===== config.mk =====
export PLATFORM = sky130hd
export DESIGN_NAME = mips_alu_decode
export DESIGN_NICKNAME = d
export VERILOG_FILES = /design/src/rtl/mips_alu_decode.sv
export SDC_FILE = /design/constraint.sdc
export NUM_CORES = 1
export LEC_CHECK = 0
export CAP_MARGIN = 20
export CORE_MARGIN = 10
export CORE_UTILIZATION = 38
export CTS_CLUSTER_SIZE = 20
export DETAILED_ROUTE_END_ITERATION = 10
export PLACE_DENSITY = 0.77
export SKIP_LAST_GASP = 1
export SYNTH_ARGS = -nofsm -noshare
export SYNTH_HDL_FRONTEND = slang
export SYNTH_SLANG_ARGS = --single-unit

===== constraint.sdc =====
create_clock -name clk -period 1.6 [get_ports clk]
set_input_delay 0.32 -clock clk [delete_from_list [all_inputs] [get_ports clk]]
set_output_delay 0.32 -clock clk [all_outputs]
set_load 0.01 [all_outputs]

===== src/rtl/mips_alu_decode.sv =====
// mips_alu_decode: single-entry decode stage between fetch and execute.
// Turns a 32-bit MIPS instruction into a one-hot ALU op, shift amount,
// register indices, extended immediate and write-back controls.
// Optional feature macro: ALU_DECODE_TRAP_EN (drives illegal=1 on
// unsupported encodings; when undefined illegal is tied low).
module mips_alu_decode #(
    parameter int              OP_W     = 11,
    parameter logic [OP_W-1:0] RESET_OP = '0
) (
    input  logic            clk,
    input  logic            reset_n,
    input  logic            flush,
    input  logic            in_valid,
    output logic            in_ready,
    input  logic [31:0]     instr,
    output logic            out_valid,
    input  logic            out_ready,
    output logic [OP_W-1:0] alu_op,
    output logic [4:0]      sa,
    output logic [4:0]      rs_idx,
    output logic [4:0]      rt_idx,
    output logic [4:0]      dest_idx,
    output logic [31:0]     imm32,
    output logic            b_sel_imm,
    output logic            reg_write,
    output logic            illegal
);

    // One-hot ALU operation encodings (bit position is the operation)
    localparam logic [OP_W-1:0] OP_ADD  = OP_W'(1) << 0;
    localparam logic [OP_W-1:0] OP_AND  = OP_W'(1) << 1;
    localparam logic [OP_W-1:0] OP_XOR  = OP_W'(1) << 2;
    localparam logic [OP_W-1:0] OP_OR   = OP_W'(1) << 3;
    localparam logic [OP_W-1:0] OP_NOR  = OP_W'(1) << 4;
    localparam logic [OP_W-1:0] OP_SUB  = OP_W'(1) << 5;
    localparam logic [OP_W-1:0] OP_SLTU = OP_W'(1) << 6;
    localparam logic [OP_W-1:0] OP_SLT  = OP_W'(1) << 7;
    localparam logic [OP_W-1:0] OP_SRA  = OP_W'(1) << 8;
    localparam logic [OP_W-1:0] OP_SRL  = OP_W'(1) << 9;
    localparam logic [OP_W-1:0] OP_SLL  = OP_W'(1) << 10;

    logic [5:0]  opcode;
    logic [5:0]  funct;
    logic [15:0] imm16;

    logic [OP_W-1:0] alu_op_next;
    logic [4:0]      sa_next;
    logic [4:0]      dest_next;
    logic [31:0]     imm_next;
    logic            b_sel_next;
    logic            legal_next;
    logic            reg_write_next;

    logic            out_valid_reg;
    logic [OP_W-1:0] alu_op_reg;
    logic [4:0]      sa_reg;
    logic [4:0]      rs_reg;
    logic [4:0]      rt_reg;
    logic [4:0]      dest_reg;
    logic [31:0]     imm_reg;
    logic            b_sel_reg;
    logic            reg_write_reg;

    logic            load;

    assign opcode = instr[31:26];
    assign funct  = instr[5:0];
    assign imm16  = instr[15:0];

    // Stage can take a new instruction when empty or when the held one leaves
    assign in_ready = !out_valid_reg || out_ready;
    assign load     = in_valid && in_ready && !flush;

    // Combinational decode of the incoming instruction word
    always_comb begin
        alu_op_next = RESET_OP;
        sa_next     = '0;
        dest_next   = '0;
        imm_next    = '0;
        b_sel_next  = 1'b0;
        legal_next  = 1'b1;
        if (opcode == 6'h00) begin
            dest_next = instr[15:11];
            case (funct)
                6'h20, 6'h21: alu_op_next = OP_ADD;
                6'h22, 6'h23: alu_op_next = OP_SUB;
                6'h24:        alu_op_next = OP_AND;
                6'h25:        alu_op_next = OP_OR;
                6'h26:        alu_op_next = OP_XOR;
                6'h27:        alu_op_next = OP_NOR;
                6'h2A:        alu_op_next = OP_SLT;
                6'h2B:        alu_op_next = OP_SLTU;
                6'h00: begin alu_op_next = OP_SLL; sa_next = instr[10:6]; end
                6'h02: begin alu_op_next = OP_SRL; sa_next = instr[10:6]; end
                6'h03: begin alu_op_next = OP_SRA; sa_next = instr[10:6]; end
                default:      legal_next  = 1'b0;
            endcase
        end else begin
            dest_next  = instr[20:16];
            b_sel_next = 1'b1;
            case (opcode)
                6'h08, 6'h09: begin alu_op_next = OP_ADD;  imm_next = {{16{imm16[15]}}, imm16}; end
                6'h0A:        begin alu_op_next = OP_SLT;  imm_next = {{16{imm16[15]}}, imm16}; end
                6'h0B:        begin alu_op_next = OP_SLTU; imm_next = {{16{imm16[15]}}, imm16}; end
                6'h0C:        begin alu_op_next = OP_AND;  imm_next = {16'h0000, imm16}; end
                6'h0D:        begin alu_op_next = OP_OR;   imm_next = {16'h0000, imm16}; end
                6'h0E:        begin alu_op_next = OP_XOR;  imm_next = {16'h0000, imm16}; end
                6'h0F: begin
                    // LUI is executed as the immediate shifted left by 16
                    alu_op_next = OP_SLL;
                    imm_next    = {16'h0000, imm16};
                    sa_next     = 5'd16;
                end
                default:      legal_next = 1'b0;
            endcase
        end
        if (!legal_next) begin
            alu_op_next = RESET_OP;
            sa_next     = '0;
            dest_next   = '0;
            imm_next    = '0;
            b_sel_next  = 1'b0;
        end
        reg_write_next = legal_next && (dest_next != 5'd0);
    end

    // Pipeline register: flush drops everything, otherwise load or drain
    always_ff @(posedge clk or negedge reset_n) begin
        if (!reset_n) begin
            out_valid_reg <= 1'b0;
            alu_op_reg    <= RESET_OP;
            sa_reg        <= '0;
            rs_reg        <= '0;
            rt_reg        <= '0;
            dest_reg      <= '0;
            imm_reg       <= '0;
            b_sel_reg     <= 1'b0;
            reg_write_reg <= 1'b0;
        end else if (flush) begin
            out_valid_reg <= 1'b0;
        end else if (load) begin
            out_valid_reg <= 1'b1;
            alu_op_reg    <= alu_op_next;
            sa_reg        <= sa_next;
            rs_reg        <= instr[25:21];
            rt_reg        <= instr[20:16];
            dest_reg      <= dest_next;
            imm_reg       <= imm_next;
            b_sel_reg     <= b_sel_next;
            reg_write_reg <= reg_write_next;
        end else if (out_ready) begin
            out_valid_reg <= 1'b0;
        end
    end

`ifdef ALU_DECODE_TRAP_EN
    logic illegal_reg;

    // Trap flag travels with the beat it belongs to
    always_ff @(posedge clk or negedge reset_n) begin
        if (!reset_n) begin
            illegal_reg <= 1'b0;
        end else if (!flush && load) begin
            illegal_reg <= !legal_next;
        end
    end
    assign illegal = illegal_reg;
`else
    assign illegal = 1'b0;
`endif

    // alu_op reads as RESET_OP whenever no beat is presented
    generate
        for (genvar gi = 0; gi < OP_W; gi++) begin : g_op_gate
            assign alu_op[gi] = out_valid_reg ? alu_op_reg[gi] : RESET_OP[gi];
        end
    endgenerate

    assign out_valid = out_valid_reg;
    assign sa        = sa_reg;
    assign rs_idx    = rs_reg;
    assign rt_idx    = rt_reg;
    assign dest_idx  = dest_reg;
    assign imm32     = imm_reg;
    assign b_sel_imm = b_sel_reg;
    assign reg_write = reg_write_reg;

endmodule


==> flow_summary.toml, run 1 <==
[synthesis]
ys_types = 36
ys_ff_latch = 51
avgSynthCellArea_sq_um = 9.90
async_reset_ff_share_pct = 100
synthFlopType = "dfrtp_1"
postSynthNetCount = 275
ys_warn_count = 0
synth_edf_count = 0
ys_seq_area_share_pct = 54.2
synthCells = 238
netlist_area_sq_um = 2360

[worst_setup_path]
required_ns = 1.83
cp_num_buf_inv = 1
crit_arrival_ns = 1.81
worstPathCellList = "buf_6 -> or4_4 -> or2_1 -> or4_4 -> a21oi_2"
path_max_fanout = 2
cp-end-kind = "register"
crit_slowest_cell = "or4_4"
path_class = "input port to register"
crit_family = "simple AND/OR/NAND/NOR gates"
timing.rr.end = "dest_idx[3]$_DFFE_PN0P_"
cpMostUsedCell = "or4_4"
reg2reg_slack_ns = 0.07
r2r_cells = 7
worst_setup_path_start_kind = "input port"
cp_slowest_stage_delay_ns = 0.52
r2r_start = "out_valid$_DFFE_PN0P_"

[power]
p_int_uw = 2230
p_switching_uw = 780
peakVddDrop_v = 0.000469
power.density_nw_per_um2 = 773
combPwrFrac_pct = 22.5
swShare_pct = 25.9
sequentialPowerShare_pct = 47.8
power.total_uw = 3010
pwr-share-clk_pct = 29.7
p_leak_uw = 0.00190

[floorplanning]
std_cell_rows = 28
pin_count = 105
dieArea_sq_um = 9750
dieHeight_microns = 98.7
core_area_sq_um = 5960
die_x_microns = 98.7
initial_core_util_pct = 39.6

[hold_path]
whs_endpoint = "alu_op_reg[1]$_DFFE_PN0P_"
hold_class = "input port to register"
hold_start = "instr[28]"
hold_depth = 4

[sta]
rsz0062_at_grt = "yes"
hold_viol = 0
setup_tns_ns = 0
slew_viol_final = 0
fin_crit_ns = 1.58
fin_crit_sh_pct = 98.9
max_freq_ghz = 0.632
finalSetupViolCount = 0
clock_skew_ns = 0.00706

[drt]
dr.pass1.iters = 4
totalWireLength_microns = 7390
vias = 2250
remaining_drc_errors = 0
drtIter0Drc = 38
via_per_inst = 5.09
wl_per_cell_microns = 16.7
postRouteAntennaNets = 0

[grt]
grt_max_degree = 36
grt_first_pass_wirelength_microns = 12000
antenna_found_initial = 0
grt_overflow = 0
grt_pass1_vias = 2342
globalRouteTotalUtil_pct = 14.9

[clock_tree]
htreeDepth = 2
insertion_delay_ns = 0.30
cts_tree = "yes"
numCtsBuffers = 5
cts_root_buf = "clkbuf_8"
clock_path_buffers = 2
path_clk_slew_ns = 0.09
cts_sinks = 51

[flow_run]
drv_cap = 0

[layout]
fillers = 506
fin_nets = 403
mostFrequentLayoutCells = "59 x clkdlybuf4s50_1, 51 x dfrtp_1, 46 x nand2_1"
final_common_cell = "clkdlybuf4s50_1"
drive_gt1_share_pct = 22.6
n_antenna_cell = 0
syn_to_final_growth_pct = 65.3
design_area_sq_um = 3890
largest_register_ff_count = 17

[placement]
gp_congestion = 0.869
io_buffers = 103
dp_hpwl_microns = 5890
place_area_sq_um = 3700

[outcome]
status = "complete, no violations"
-- cells in the mapped netlist (all sizes together), types with 2 or more instances --
library cell / count / area share [%]
nor2: 13 / 2.1
nand3b: 2 / 0.64
and2: 12 / 3.2
nand2: 46 / 7.3
nor2b: 3 / 0.80
nand4: 2 / 0.53
o311ai: 2 / 0.74
nor3: 3 / 0.64
clkbuf: 12 / 1.9
dfrtp: 51 / 54
o21a: 2 / 0.64
a31oi: 4 / 1.1
nor3b: 2 / 0.64
a22o: 20 / 7.4
a21oi: 2 / 0.42
buf: 16 / 5.1
or4: 4 / 1.4
nand2b: 3 / 0.80
a22oi: 6 / 1.9
or2: 2 / 0.53
nand4b: 3 / 1.1
nand3: 6 / 1.3
o21ai: 12 / 2.5
-- cells by family after synthesis --
logic type,count (synthesis),share of synthesized area [%]
and+or+nand+nor,106,22.7
AOI/OAI and AO/OA,51,15.8
DFF,51,54.2
buffers and inverters,29,7.17
other,1,0.159
-- worst max path at each step --
stage                   start                    endpoint  slack (ns)  depth (start not counted)
floorplan           instr[26]  alu_op_reg[10]$_DFFE_PN0P_       -0.15                          4
global placement    instr[26]  alu_op_reg[10]$_DFFE_PN0P_       -0.60                          5
detailed placement  instr[26]   alu_op_reg[7]$_DFFE_PN0P_       -0.65                          6
CTS                 instr[26]  alu_op_reg[10]$_DFFE_PN0P_       -0.05                          5
global route        instr[29]  alu_op_reg[10]$_DFFE_PN0P_       -0.01                          5
finish              instr[29]  alu_op_reg[10]$_DFFE_PN0P_        0.02                          5
-- through the flow --
stage	std cells	hold slack [ns]	utilization (%)	setup WS (ns)
finish	442	0.436	65.4	0.0172
global route	442	0.463	65.4	-0.0150
CTS	441	0.460	65.1	-0.0518
detailed placement	429	0.263	62.1	-0.653
global placement	429	0.258	62.1	-0.597
floorplan	238	0.0244	-	-0.147
-- worst reg2reg max path, stage by stage (launching register included) --
cell and delay (ns):
dfrtp_1 0.40, buf_4 0.13, nor2b_4 0.18, inv_2 0.06, and4b_1 0.21, buf_12 0.17, a22oi_1 0.16, o21ai_0 0.11
-- final cells by class --
| cell class | instances | area (sq um) | share of cell area [%] |
|---|---|---|---|
| clock buffer | 5 | 68.8 | 1.77 |
| multi-input combinational | 158 | 1010 | 26.0 |
| inverter | 1 | 3.75 | 0.0964 |
| clock inverter | 3 | 43.8 | 1.12 |
| sequential | 51 | 1280 | 32.8 |
| timing repair buffer | 149 | 1400 | 35.8 |
| tap | 75 | 93.8 | 2.41 |
-- power by group through the flow --
stage	Combinational (uW)	Sequential [uW]	Clock, uW
final	677	1440	895
after global routing	737	1450	964
after CTS	686	1440	908
after detailed placement	687	1470	0
after global placement	672	1460	0
after floorplan	193	1500	0
-- metal layers --
metal	wire length [microns]	track usage, %	vias to the layer above	share of wire (%)
met5	0	0	-	0
met4	70	3.64	0	0.95
met3	562	4.82	7	7.6
met2	3630	25.3	94	49
met1	3130	17.7	1076	42
li1	-	-	1073	-
-- what timing repair did --
action,in CTS,in global routing
hold buffers,1,0
resized for setup,71,27
pin swaps,10,9
hold endpoints to repair,16,0
cloned,0,0
buffers inserted,3,1
setup endpoints to repair,51,48
Power figures use the tool's default switching activity.
==> inputs of run 2 (changes only) <==
Settings changed: CAP_MARGIN 20 to default, MAX_ROUTING_LAYER from default to met4.
==> run 2 against run 1 <==
Against the previous run: the run now ends with negative setup slack left; die area is the same; critical path depth is the same; fmax shrank 4.5%; critical path type unchanged; largest power group unchanged.
==> flow_summary.toml, run 2 (synthesis results as in run 1) <==
[floorplanning]
die_x_microns = 98.7
initial_core_util_pct = 39.6
pin_count = 105
dieHeight_microns = 98.7
std_cell_rows = 28
dieArea_sq_um = 9750
core_area_sq_um = 5960

[power]
power.density_nw_per_um2 = 758
p_leak_uw = 0.00189
peakVddDrop_v = 0.000407
power.total_uw = 3000

[sta]
rsz0062_at_grt = "yes"
finalSetupViolCount = 7
clock_skew_ns = 0.00958
fin_crit_ns = 1.66
hold_slack_ns = 0.464
max_freq_ghz = 0.603
setup_tns_ns = -0.165
hold_viol = 0
slew_viol_final = 0
fin_crit_sh_pct = 104
worst_slack_ns = -0.0578

[drt]
dr.max_layer_used = "met4"
totalWireLength_microns = 7430
wl_met2_microns = 3560
dr.pass1.iters = 4
wl_per_cell_microns = 16.7
met3_wirelength_microns = 593
remaining_drc_errors = 0
m1WireLength_microns = 3210
postRouteAntennaNets = 0
via_per_inst = 5.12
vias = 2272
drtIter0Drc = 35

[worst_setup_path]
cp_slowest_stage_delay_ns = 0.54
worstPathCellList = "dlygate4sd2_1 -> or4_4 -> or2_1 -> or4_1 -> a21oi_2"
path_max_fanout = 3
cp-end-kind = "register"
crit_slowest_cell = "or4_4"
worst_setup_path_start_kind = "input port"
crit_arrival_ns = 1.89
required_ns = 1.84
path_class = "input port to register"

[clock_tree]
cts_tree = "yes"
cts_sinks = 51
numCtsBuffers = 5
insertion_delay_ns = 0.30
cts_root_buf = "clkbuf_8"
clock_path_buffers = 2
htreeDepth = 2
path_clk_slew_ns = 0.09

[grt]
globalRouteTotalUtil_pct = 14.7
grt_overflow = 0
grt_pass1_vias = 2284
grt_max_degree = 36
antenna_found_initial = 0
grt_first_pass_wirelength_microns = 11700

[layout]
ff_latch_area_sq_um = 1280
fin_nets = 406
final_common_cell = "clkdlybuf4s50_1"
fillers = 483
layout.cells.non_filler = 444
syn_to_final_growth_pct = 68.1
largest_register_ff_count = 17
multi_input_area_sq_um = 1010
n_antenna_cell = 0
drive_gt1_share_pct = 22.5
mostFrequentLayoutCells = "63 x clkdlybuf4s50_1, 51 x dfrtp_1, 46 x nand2_1"

[placement]
dp_hpwl_microns = 5610
io_buffers = 103
place_inst = 429
gp_congestion = 0.884
dp_slack_ns = -0.621

[flow_run]
drv_cap = 0

[outcome]
status = "finished with violations"
violations = "negative setup slack"

[hold_path]
hold_class = "input port to async pin"
## run 2: layout make-up
class	count	area share (%)
multi-input combinational	158	25.5
sequential	51	32.2
clock inverter	2	0.948
inverter	1	0.0948
tap	75	2.37
timing repair buffer	152	37.1
clock buffer	5	1.74
## run 2: report_power, final
part	switching [uW]	total (uW)	internal, uW	leakage, uW
clock network	405	862	457	0.0000502
registers	54.6	1440	1390	0.000673
logic	305	698	393	0.00117
## run 2: final timing paths
kind | slack [ns] | endpoint | from | depth (start not counted)
max in group asynchronous | 0.61 | out_valid$_DFFE_PN0P_ | reset_n | 3
setup reg to reg | -0.04 | alu_op_reg[3]$_DFFE_PN0P_ | out_valid$_DFFE_PN0P_ | 9
hold / removal | 0.46 | rs_idx[4]$_DFFE_PN0P_ | reset_n | 2
setup / recovery | -0.06 | alu_op_reg[10]$_DFFE_PN0P_ | instr[26] | 5
min in group clk | 0.48 | rs_idx[0]$_DFFE_PN0P_ | rs_idx[0]$_DFFE_PN0P_ | 2
hold reg to reg | 0.48 | rs_idx[0]$_DFFE_PN0P_ | rs_idx[0]$_DFFE_PN0P_ | 2
## run 2: stage by stage
stage	cell area [sq um]	utilization [%]
2_1_floorplan	2370	-
3_3_place_gp	3700	62.1
3_5_place_dp	3700	62.1
4_1_cts	3830	64.4
5_1_grt	3960	66.5
6_report	3960	66.5
## run 2: repair_timing
| action | in CTS | in global routing |
|---|---|---|
| hold buffers | 1 | 0 |
| buffers inserted | 2 | 3 |
| endpoints found under the setup margin | 50 | 47 |
| gates cloned | 0 | 3 |
| resized for setup | 55 | 35 |
| endpoints found under the hold margin | 16 | 0 |
| pin swaps | 8 | 7 |
## run 2: critical path, delay by kind of cell
kind	cells	cell delay (ns)
AOI/OAI and AO/OA	1	0.12
buffers and inverters	1	0.24
and+or+nand+nor	3	1.21
## run 2: metal layers
metal	global-route usage (%)	up-vias
met2	23.4	93
met3	4.75	7
met1	17.8	1094
met4	2.98	0
met5	-	-
li1	-	1078
==> inputs of run 3 (changes only) <==
Settings changed: CORE_ASPECT_RATIO from default to 1.1.
==> run 3 against run 2 <==
Against the previous run: the run ends with negative hold slack, negative setup slack left; worst hold slack got worse by 0.48 ns; core utilization rose by 0.83 points; clock skew is 0.0030 ns lower; sequential share of layout area decreased by 1.0 points; critical path depth grew 2; via count grew 2.2%; largest cell class unchanged; design area is 3.4% higher; final cell count increased by 3.4%.
==> flow_summary.toml, run 3 (synthesis results as in run 1) <==
[sta]
rsz0062_at_grt = "yes"
fin_crit_ns = 1.64
setup_tns_ns = -0.251
worst_slack_ns = -0.0442
clock_skew_ns = 0.00660
hold_viol = 7
slew_viol_final = 0
hold_slack_ns = -0.0117
max_freq_ghz = 0.608
fin_crit_sh_pct = 103
finalSetupViolCount = 15

[grt]
antenna_found_initial = 0
grt_first_pass_wirelength_microns = 11600
globalRouteTotalUtil_pct = 15.3
grt_max_degree = 52
grt_pass1_vias = 2367
grt_overflow = 0

[power]
combPwrFrac_pct = 23.0
sequentialPowerShare_pct = 44.6
p_leak_uw = 0.00198
p_int_uw = 2440
power.density_nw_per_um2 = 789
swShare_pct = 24.6
pwr-share-clk_pct = 32.3
p_switching_uw = 794
peakVddDrop_v = 0.000496

[worst_setup_path]
worst_setup_path_start_kind = "register"
path_class = "register to register"
path_max_fanout = 6
required_ns = 1.78
crit_arrival_ns = 1.83
cp-end-kind = "register"

[hold_path]
hold_class = "input port to async pin"

[clock_tree]
cts_sinks = 51
cts_root_buf = "clkbuf_8"
numCtsBuffers = 5
clock_path_buffers = 2
cts_tree = "yes"
insertion_delay_ns = 0.30
htreeDepth = 2
path_clk_slew_ns = 0.09

[placement]
gp_congestion = 0.878
place_area_sq_um = 3750
io_buffers = 103
dp_hpwl_microns = 5740

[drt]
drtIter0Drc = 48
dr.pass1.iters = 6
vias = 2323
wl_per_cell_microns = 16.8
postRouteAntennaNets = 0
totalWireLength_microns = 7730
via_per_inst = 5.06
remaining_drc_errors = 0

[layout]
drive_gt1_share_pct = 27.4
final_common_cell = "clkdlybuf4s50_1"
fillers = 497
fin_nets = 415
mostFrequentLayoutCells = "60 x clkdlybuf4s50_1, 50 x dfrtp_1, 40 x nand2_1"
syn_to_final_growth_pct = 73.8
largest_register_ff_count = 17
design_area_sq_um = 4100
n_antenna_cell = 0

[floorplanning]
dieHeight_microns = 103
initial_core_util_pct = 38.7
core_area_sq_um = 6080
dieArea_sq_um = 9750
pin_count = 105
die_x_microns = 95.1
std_cell_rows = 30

[outcome]
violations = "negative hold slack, negative setup slack"
status = "finished with violations"

[flow_run]
drv_cap = 0
## run 3: cell types whose count changed in the layout (fill, tap and decap cells not counted), sizes merged
cell           before  now
buf                47   59
clkdlybuf4s50      63   60
clkbuf             16   18
dlygate4sd2        23   21
bufinv              1    2
clkdlybuf4s15       3    4
clkinvlp            1    0
dlygate4sd3         1    0
dlymetal6s2s        4    5
## run 3: routing by layer
layer	share of wire, %	global-route usage, %	up-vias	routed length, microns
met5	0	-	-	0
met2	51	27.0	86	3910
met3	7.2	4.30	13	556
li1	-	-	1104	-
met4	1.9	4.26	0	144
met1	40	16.4	1120	3120
## run 3: what timing repair did
| action | 4_1_cts | 5_1_grt |
|---|---|---|
| buffers inserted | 5 | 4 |
| hold buffers | 0 | 0 |
| pin swaps | 10 | 24 |
| gates cloned | 1 | 2 |
| resized for setup | 73 | 46 |
| setup endpoints to repair | 51 | 38 |
## run 3: final cells by class
type | count | area (sq um) | area share (%)
inverter | 1 | 3.75 | 0.0917
tap | 80 | 100 | 2.44
clock buffer | 6 | 72.6 | 1.77
clock inverter | 2 | 60.1 | 1.47
multi-input combinational | 158 | 1030 | 25.2
sequential | 51 | 1280 | 31.2
timing repair buffer | 161 | 1550 | 37.8
## run 3: power groups by stage
stage                     sequential (uW)  combinational (uW)  clock, uW
after floorplan                      1500                 193          0
after global placement               1460                 682          0
after detailed placement             1470                 697          0
after CTS                            1440                 707       1060
after global routing                 1460                 802       1140
final                                1440                 744       1050
## run 3: critical path, cell delays in order (launching register included)
cell	delay, ns
dfrtp_2	0.44
buf_6	0.13
nor2b_4	0.13
inv_2	0.06
nand3b_1	0.20
buf_6	0.20
clkbuf_16	0.15
a22o_1	0.23
## run 3: worst paths after layout
| check | from | to | slack, ns | cells past startpoint |
|---|---|---|---|---|
| worst max-delay path | out_valid$_DFFE_PN0P_ | imm32[8]$_DFFE_PN0P_ | -0.04 | 7 |
| worst min-delay path | reset_n | rt_idx[3]$_DFFE_PN0P_ | -0.01 | 2 |
| worst max register to register | out_valid$_DFFE_PN0P_ | imm32[8]$_DFFE_PN0P_ | -0.04 | 7 |
| worst min register to register | rt_idx[4]$_DFFE_PN0P_ | rt_idx[4]$_DFFE_PN0P_ | 0.48 | 2 |
| max in group asynchronous | reset_n | out_valid$_DFFE_PN0P_ | 1.34 | 2 |
| min in group clk | instr[28] | alu_op_reg[1]$_DFFE_PN0P_ | 0.43 | 4 |
## run 3: through the flow
stage | hold slack [ns] | cells | total power, uW | setup WS [ns] | util, %
6_report | -0.0117 | 459 | 3230 | -0.0442 | 67.3
5_1_grt | 0.00608 | 459 | 3400 | -0.0936 | 67.3
4_1_cts | 0.0112 | 453 | 3210 | -0.108 | 65.3
3_5_place_dp | 0.340 | 440 | 2160 | -0.678 | 61.7
3_3_place_gp | 0.327 | 440 | 2150 | -0.620 | 61.7
2_1_floorplan | 0.0244 | 238 | 1690 | -0.147 | -
